## src/rtl/matrix_mac_engine.sv

```systemverilog
// N x N matrix multiply-accumulate engine: C = A x B with one multiply per cycle.
// Each result element is reduced to ACC_W bits, and ovf is a sticky per-job overflow flag.
module matrix_mac_engine #(
    parameter int N        = 3,
    parameter int DATA_W   = 8,
    parameter int ACC_W    = 16,
    parameter int SIGNED   = 0,
    parameter int SATURATE = 1
) (
    input  logic                     clk,
    input  logic                     rst,
    input  logic                     start,
    input  logic [N*N*DATA_W-1:0]    a_flat,
    input  logic [N*N*DATA_W-1:0]    b_flat,
    output logic [N*N*ACC_W-1:0]     c_flat,
    output logic                     busy,
    output logic                     done,
    output logic                     c_valid,
    output logic                     ovf
);

    localparam int CNT_W = $clog2(N);
    localparam int IDX_W = $clog2(N * N);
    localparam int SUM_W = 2 * DATA_W + $clog2(N);
    localparam int EXT_W = ((SUM_W > ACC_W) ? SUM_W : ACC_W) + 1;

    localparam logic [1:0] S_IDLE  = 2'd0;
    localparam logic [1:0] S_RUN   = 2'd1;
    localparam logic [1:0] S_DRAIN = 2'd2;

    // Clamp limits of the ACC_W result range, held one bit wider than either operand so comparisons are exact.
    localparam logic signed [EXT_W-1:0] MAX_V = (SIGNED != 0)
        ? signed'((EXT_W'(1) << (ACC_W - 1)) - EXT_W'(1))
        : signed'((EXT_W'(1) << ACC_W) - EXT_W'(1));
    localparam logic signed [EXT_W-1:0] MIN_V = (SIGNED != 0)
        ? signed'(-(EXT_W'(1) << (ACC_W - 1)))
        : '0;

    logic [1:0]              state_q, state_d;
    logic [N*N*DATA_W-1:0]   a_q, b_q;
    logic [CNT_W-1:0]        i_q, j_q, k_q;
    logic [SUM_W-1:0]        p_q, acc_q;
    logic                    p_valid_q, p_first_q, p_last_q;
    logic [IDX_W-1:0]        p_idx_q;
    logic [N*N*ACC_W-1:0]    c_q;
    logic                    done_q, c_valid_q, ovf_q;

    logic                    accept, last_i, last_j, last_k, last_issue;
    logic [DATA_W-1:0]       a_el, b_el;
    logic [SUM_W-1:0]        a_ext, b_ext, prod_d, sum_d;
    logic signed [EXT_W-1:0] sum_ext;
    logic                    over_hi, over_lo;
    logic [ACC_W-1:0]        red_d;

    assign accept     = (state_q == S_IDLE) && start;
    assign last_i     = (i_q == CNT_W'(N - 1));
    assign last_j     = (j_q == CNT_W'(N - 1));
    assign last_k     = (k_q == CNT_W'(N - 1));
    assign last_issue = last_i && last_j && last_k;

    // NOTE: every combinational output gets a default before any branch, so no path can leave a latch behind.
    always_comb begin
        state_d = state_q;
        case (state_q)
            S_IDLE:  if (start) state_d = S_RUN;
            S_RUN:   if (last_issue) state_d = S_DRAIN;
            S_DRAIN: state_d = S_IDLE;
            default: state_d = S_IDLE;
        endcase
    end

    // Stage 1 operands: extend to the accumulator width so the truncated product is exact in both modes.
    always_comb begin
        a_el = a_q[(int'(i_q) * N + int'(k_q)) * DATA_W +: DATA_W];
        b_el = b_q[(int'(k_q) * N + int'(j_q)) * DATA_W +: DATA_W];
        if (SIGNED != 0) begin
            a_ext = SUM_W'(signed'(a_el));
            b_ext = SUM_W'(signed'(b_el));
        end else begin
            a_ext = SUM_W'(a_el);
            b_ext = SUM_W'(b_el);
        end
        prod_d = a_ext * b_ext;
    end

    always_comb begin
        sum_d = p_first_q ? p_q : acc_q + p_q;
        if (SIGNED != 0) sum_ext = EXT_W'(signed'(sum_d));
        else             sum_ext = signed'(EXT_W'(sum_d));
        over_hi = sum_ext > MAX_V;
        over_lo = sum_ext < MIN_V;
        red_d   = sum_ext[ACC_W-1:0];
        if (SATURATE != 0 && over_hi) red_d = MAX_V[ACC_W-1:0];
        if (SATURATE != 0 && over_lo) red_d = MIN_V[ACC_W-1:0];
    end

    // NOTE: sequential state uses non-blocking assignments so every register samples pre-edge values.
    always_ff @(posedge clk or negedge rst) begin
        if (!rst) begin
            state_q   <= S_IDLE;
            a_q       <= '0;
            b_q       <= '0;
            i_q       <= '0;
            j_q       <= '0;
            k_q       <= '0;
            p_q       <= '0;
            acc_q     <= '0;
            p_valid_q <= 1'b0;
            p_first_q <= 1'b0;
            p_last_q  <= 1'b0;
            p_idx_q   <= '0;
            // NOTE: the result store is a visible output rather than a hidden RAM, so reset clears it too.
            c_q       <= '0;
            done_q    <= 1'b0;
            c_valid_q <= 1'b0;
            ovf_q     <= 1'b0;
        end else begin
            state_q   <= state_d;
            done_q    <= (state_q == S_DRAIN);
            p_valid_q <= (state_q == S_RUN);

            if (accept) begin
                a_q       <= a_flat;
                b_q       <= b_flat;
                i_q       <= '0;
                j_q       <= '0;
                k_q       <= '0;
                ovf_q     <= 1'b0;
                c_valid_q <= 1'b0;
            end else if (state_q == S_DRAIN) begin
                c_valid_q <= 1'b1;
            end

            if (state_q == S_RUN) begin
                p_q       <= prod_d;
                p_first_q <= (k_q == '0);
                p_last_q  <= last_k;
                p_idx_q   <= IDX_W'(int'(i_q) * N + int'(j_q));
                if (last_k) begin
                    k_q <= '0;
                    if (last_j) begin
                        j_q <= '0;
                        i_q <= last_i ? '0 : i_q + 1'b1;
                    end else begin
                        j_q <= j_q + 1'b1;
                    end
                end else begin
                    k_q <= k_q + 1'b1;
                end
            end

            if (p_valid_q) begin
                acc_q <= sum_d;
                if (p_last_q) begin
                    c_q[int'(p_idx_q) * ACC_W +: ACC_W] <= red_d;
                    if (over_hi || over_lo) ovf_q <= 1'b1;
                end
            end
        end
    end

    assign c_flat  = c_q;
    assign busy    = (state_q != S_IDLE);
    assign done    = done_q;
    assign c_valid = c_valid_q;
    assign ovf     = ovf_q;

endmodule

```

## config.mk

```make
export PLATFORM = sky130hd
export DESIGN_NAME = matrix_mac_engine
export DESIGN_NICKNAME = d
export VERILOG_FILES = /design/src/rtl/matrix_mac_engine.sv
export SDC_FILE = /design/constraint.sdc
export NUM_CORES = 1
export LEC_CHECK = 0
export ABC_CLOCK_PERIOD_IN_PS = 9500
export BUFFER_PORTS_ARGS = -buffer_cell sky130_fd_sc_hd__buf_2
export CELL_PAD_IN_SITES_DETAIL_PLACEMENT = 1
export CELL_PAD_IN_SITES_GLOBAL_PLACEMENT = 1
export CORE_MARGIN = 5
export CORE_UTILIZATION = 44
export CTS_CLUSTER_DIAMETER = 100
export DETAILED_ROUTE_END_ITERATION = 8
export PLACE_DENSITY_LB_ADDON = 0.1
export SLEW_MARGIN = 20
export SYNTH_ARGS = -nofsm -noshare
export SYNTH_HDL_FRONTEND = slang
export SYNTH_SLANG_ARGS = --single-unit
```

## constraint.sdc

```tcl
create_clock -name clk -period 9.5 [get_ports clk]
set_input_delay 0.95 -clock clk [delete_from_list [all_inputs] [get_ports clk]]
set_output_delay 0.95 -clock clk [all_outputs]
set_load 0.005 [all_outputs]
```

# After elaboration in Yosys (flattened, before gate mapping)

Cells that the tools add are included.

Eq/ne operators: 7
Multiplexer cells: 25
Multiply operators: 3
Bitwise operators: 0
Div/mod/pow operators: 0
Shift operators: 4
Add/sub/neg operators: 8
Magnitude comparators: 2
Reduce and logical (&&, ||, !) cells: 11

Operator list:

| operator                                                                   | count |
|---|---|
| 144-bit bitwise mux                                                        | 1 |
| 16-bit by 33-bit variable shift with 144-bit output (first input constant) | 1 |
| 16-bit by 33-bit variable part select with 144-bit output                  | 1 |
| 72-bit by 32-bit variable part select with 8-bit output                    | 1 |
| 72-bit by 9-bit variable part select with 8-bit output                     | 1 |
| 8-bit negation with 33-bit output                                          | 1 |
| 16-bit two-way mux                                                         | 2 |
| 29-bit by 3-bit adder with 29-bit output                                   | 1 |
| 2-bit two-way mux                                                          | 14 |
| 18-bit adder                                                               | 1 |
| 18-bit by 16-bit > comparator with 1-bit output (second input constant)    | 1 |
| 18-bit by 1-bit < comparator with 1-bit output (second input constant)     | 1 |
| 18-bit two-way mux                                                         | 1 |
| 8-bit by 8-bit multiplier with 16-bit output                               | 1 |
| 2-bit == test (second input constant)                                      | 4 |
| 2-bit by 2-bit multiplier with 4-bit output (second input constant)        | 2 |
| 2-bit by 1-bit adder with 2-bit output (second input constant)             | 3 |
| 1-bit two-way mux                                                          | 6 |
| 2-bit nonzero test                                                         | 3 |
| 4-bit by 2-bit adder with 5-bit output                                     | 1 |
| 4-bit by 2-bit adder with 4-bit output                                     | 1 |
| 2-bit zero test                                                            | 2 |
| 2-bit inequality test (second input constant)                              | 2 |
| 2-bit one-hot mux with 2 select lines                                      | 1 |
| other kinds (4)                                                            | 7 |

Memory bits (read-only): 0
Memories kept: 0
Bits in writable memories: 0
Bits in registers: 342
Bits in latches: 0
Logic and storage cells: 76

# Depth between registers and ports, before layout

Depth in word-level cells: 7
Depth in mapped cells: 27
Mapped depth without buffers: 26

# Least setup slack after synthesis

OpenSTA, ideal clock, no wires.

Kind: reg2reg
From: reg j_q[1]
To: reg p_q[15]
Clock period less this slack: 6.863 ns
Arrival time: 6.777 ns
Setup time: 0.087 ns
Data required time: 9.413 ns
Path buffers: 2
Stages on the path, launching flop included: 25
Setup slack: 2.637 ns
Cell sequence: dfrtp_1 fa_1 ha_1 fa_1 clkbuf_1 clkbuf_1 mux4_2 mux2i_1 o21ai_1 nand3_1 fa_1 fa_1 inv_1 fa_1 inv_1 fa_1 inv_1 ha_1 o21a_1 o31a_1 o211ai_1 a21oi_1 nor3_1 or4_1 o211ai_1

Cells in the longest elaborated chain, start to end: 3

Ends and longest elaborated chain:

| element                                                | RTL line | source |
|---|---|---|
| start: declaration                                     | 41       | `logic [CNT_W-1:0] i_q, j_q, k_q;` |
| start signal: assignment                               | 145      | `j_q <= j_q + 1'b1;` |
| 4-bit by 2-bit adder with 5-bit output                 | 75       | `b_el = b_q[(int'(k_q) * N + int'(j_q)) * DATA_W +: DATA_W];` |
| 72-bit by 9-bit variable part select with 8-bit output | 75       |  |
| 8-bit by 8-bit multiplier with 16-bit output           | 83       | `prod_d = a_ext * b_ext;` |
| end signal: assignment                                 | 135      | `p_q <= prod_d;` |
| end: declaration                                       | 42       | `logic [SUM_W-1:0] p_q, acc_q;` |

No other way between the ends.
A chain may end at the register's enable or synchronous reset.

# Final worst setup path

Same ends and word-level chain as after synthesis.

==> impl_results.md <==
* Status: complete, no violations
* Drt drc at 0
* Min-Delay Path Class: in2async
* Leak pwr at 11.2 nW
* Reg2Reg Depth at 22
* Maximum number of pins on one net before global-route repair at 163
* Cell Chain, Critical Path: fa_1, ha_1, fa_1, mux4_2, mux2i_1, o21ai_0, nand2_1, fa_1, fa_1, inv_1, fa_1, inv_1, fa_1, inv_1, ha_1, o21a_1, o31a_1, o211ai_1, a21oi_1, nor3_1, or4_1, o211ai_1
* Total core area at slightly above 0.04 sq mm
* Root Driver: clkbuf_16
* TritonCTS Sinks at between 300 and 400
* Main synth FF type: dfrtp_1
* Seq/Total Area, Yosys at a little under half
* CP peak stage delay at 1.15 ns
* Gr usage total at roughly a quarter
* Worst path slowest cell: fa_1
* Syn. warnings at 0
* Xor and xnor area share after synthesis at 1.27%
* Pwr/cell area at 379 mW/mm^2
* Final setup fails at 0
* Post-route total power at between 8 and 9 mW
* Post-synth EDFFs at 0
* GPL Wtd Cong at ~0.89
* CTS Buffer Depth at 3
* Power Internal at around 4.4 mW
* Final hold viol count at 0
* Die ar. at about 0.045 sq mm
* Relative slew slack at 27.5%
* Worst Path Max Fanout at 17
* Crit path top cell by count: fa_1
* Gr ovfl total at 0
* NetSw at around 3.6 mW
* Compound-Gate Fraction of Synth Area at 10.8%
* Post-synth ARST share at 100%
* Worst-Skew Late Latency at about 0.57 ns
* Max Cap Violations at 0
* Syn Nets at 2165
* N_diodes at 0
* Post-synthesis register bit count at 340
* Startpoint types: flip-flop
* Top cells by count, synth: 630 x nand2_1, 340 x dfrtp_1, 109 x nor2_1
* RSZ-0062 raised after global routing: no
* Synth cell types at 61
* Number of global-route vias before repair at 15.9k
* Final Max Tran Viols at 0
* Layout cells sized above 1 at 20.0%
* Post-Route WL at 55.0 mm
* Tightest Pin Transition at 1.08 ns
* Final nets at 2417
* Clk slew on worst S/H paths at about 0.060 ns
* CP arrival at 8.17 ns
* Final setup TNS at 0 ns
* Number of setup buffers added after CTS at 0
* Kind of critical path: reg2reg
* CTS Hold Bufs at 0
* Yosys top cell by area: dfrtp_1
* Min cycle time layout at a little under 8 ns
* Ranking of synthesized cells by area: dfrtp_1 47%, nand2_1 13%, ha_1 4.8%, fa_1 4.6%, mux4_2 4.0%
* Crit. Startpoint: j_q[1]
* Proportion of synthesized area in mux cells at 7.24%
* Area delta synth->final at 18.1%
* Adder-Cell Fraction of Synth Area at 9.40%
* Final setup margin at 1.81 ns
* Vias per inst at 5.39
* Initial Util at 44.2%
* Critical R2R Capture: p_q[15]
* PortBufs at 294
* Reg-to-reg slack, setup at about 1.8 ns
* VDD IR max at just under 0.3 mV
* Vias at 14.6k
* Fin util at 52.2%
* Crit path required time at 9.98 ns
* Combinational family with the most area after synthesis: simple AND/OR/NAND/NOR gates
* CTS tree: done
* # IOs at 295
* DR iter-0 viols at 941
* H-tree Lvls at 2
* Drt pass-1 iters at 5
* Inserted Clock Buffers at 40
* CP endpoint kind: flip-flop
* Combinational share of power at between 50% and 60%
* Simple-gate area share of the yosys netlist at 19.7%
* Worst r2r src: j_q[1]
* Worst setup endpoint: p_q[15]
* Routed wire length per instance at 20.2 um
* Number of gates resized after CTS at 0
* Synth top area share at 47.5%
* Die height at 212 um
* Peak Freq at 130 MHz
* Row cnt at 74
* Synthesized area per cell at 9.39 sq um
* Sequential share of power at a little under a quarter
* Top-count cell post-synth: nand2_1
* Post-route ant nets at 0
* Syn Inst Count at between 1.5k and 2k
* Hpwl dp at 39.5 mm
* Die width at 212 um
* First-pass GRT wire length at 87.5 mm
* Sw frac at 45.4%
* Skew final at 0.0298 ns
* Final worst-path cycle share at 80.9%
* Mapped cell area at 0.0179 sq mm
* Clock Power Share at approximately 19%
* Initial antenna violation count at 0
* Worst slack, placed at 1.80 ns
==> final cells by class <==
class / instances / area (sq um)
Inverter: 80 / 300
Fill cell: 4717 / 19400
Clock inverter: 11 / 151
Tap cell: 532 / 666
Clock buffer: 56 / 1170
Sequential cell: 340 / 8510
Multi-Input combinational cell: 1385 / 8730
Timing Repair Buffer: 313 / 1640
==> logic make-up (layout without fill, tap and decap cells) <==
kind of cell | Yosys count | after routing
simple gates | 866 | 866
mux | 89 | 89
buf+inv | 183 | 460
compound gates | 294 | 294
fa+ha+maj | 110 | 110
xor+xnor | 26 | 26
flops | 340 | 340
==> metrics by stage <==
step	area, sq um	hold WS, ns	instances
floorplan	17900	0.437	1908
global placement	19800	0.453	2650
detailed placement	19800	0.457	2650
CTS	21100	0.473	2717
global route	21200	0.493	2717
finish	21200	0.435	2717
==> state kept, by name, summed over array words and instances, names as in the netlist <==
register   flops
p_q           16
ovf            1
a_q           72
acc_q         18
p_idx_q        4
c_flat       144
p_first_q      1
k_q            2
p_valid_q      1
c_valid        1
state_q        2
done           1
b_q           72
i_q            2
j_q            2
p_last_q       1
==> per-layer routing <==
metal	global-route usage, %	vias to the layer above	share of wire, %
li1	-	6879	-
met1	32.9	7287	43
met2	41.4	386	48
met3	3.07	94	4.6
met4	8.86	0	3.6
met5	0	-	0
==> power by group through the flow <==
| stage | Combinational, mW | Clock, mW | Sequential [mW] |
|---|---|---|---|
| after floorplan | 3.31 | 0 | 1.82 |
| after global placement | 4.50 | 0 | 1.87 |
| after detailed placement | 4.66 | 0 | 1.88 |
| after CTS | 4.69 | 1.59 | 1.86 |
| after global routing | 5.24 | 1.64 | 1.88 |
| final | 4.62 | 1.55 | 1.86 |
==> critical path: cells and delay by family (launching register included) <==
family                     cells  cell delay (ns)
AOI/OAI and AO/OA              6             1.43
muxes                          2             0.43
DFF                            1             0.48
adders and majority gates      8             4.34
and+or+nand+nor                3             0.77
buffers and inverters          3             0.15
==> placed cells by master (no fill, tap or decap), drive strengths merged, types with 4 or more instances in the layout <==
cell	synthesis	routed
a211oi	4	4
a21o	11	11
a21oi	55	55
a311oi	5	5
a31oi	6	6
and2	7	7
and3	12	12
buf	22	313
clkbuf	81	56
clkinv	2	9
dfrtp	340	340
fa	41	41
ha	69	69
inv	78	79
mux2	5	5
mux2i	52	52
mux4	32	32
nand2	630	630
nand2b	16	16
nand3	45	45
nand4	9	9
nor2	109	109
nor2b	12	12
nor3	11	11
o211ai	36	36
o21a	8	8
o21ai	102	102
o22ai	7	7
o31ai	43	43
xnor2	16	16
xor2	10	10
==> how the worst min path moves through the flow <==
stage | from | to
after floorplan | a_q[65] | a_q[65]
after global placement | a_q[69] | a_q[69]
after detailed placement | b_q[43] | b_q[43]
after CTS | rst | c_flat[35]
after global routing | b_q[42] | b_q[42]
final | rst | c_flat[35]
(Power assumes the default switching activity.)
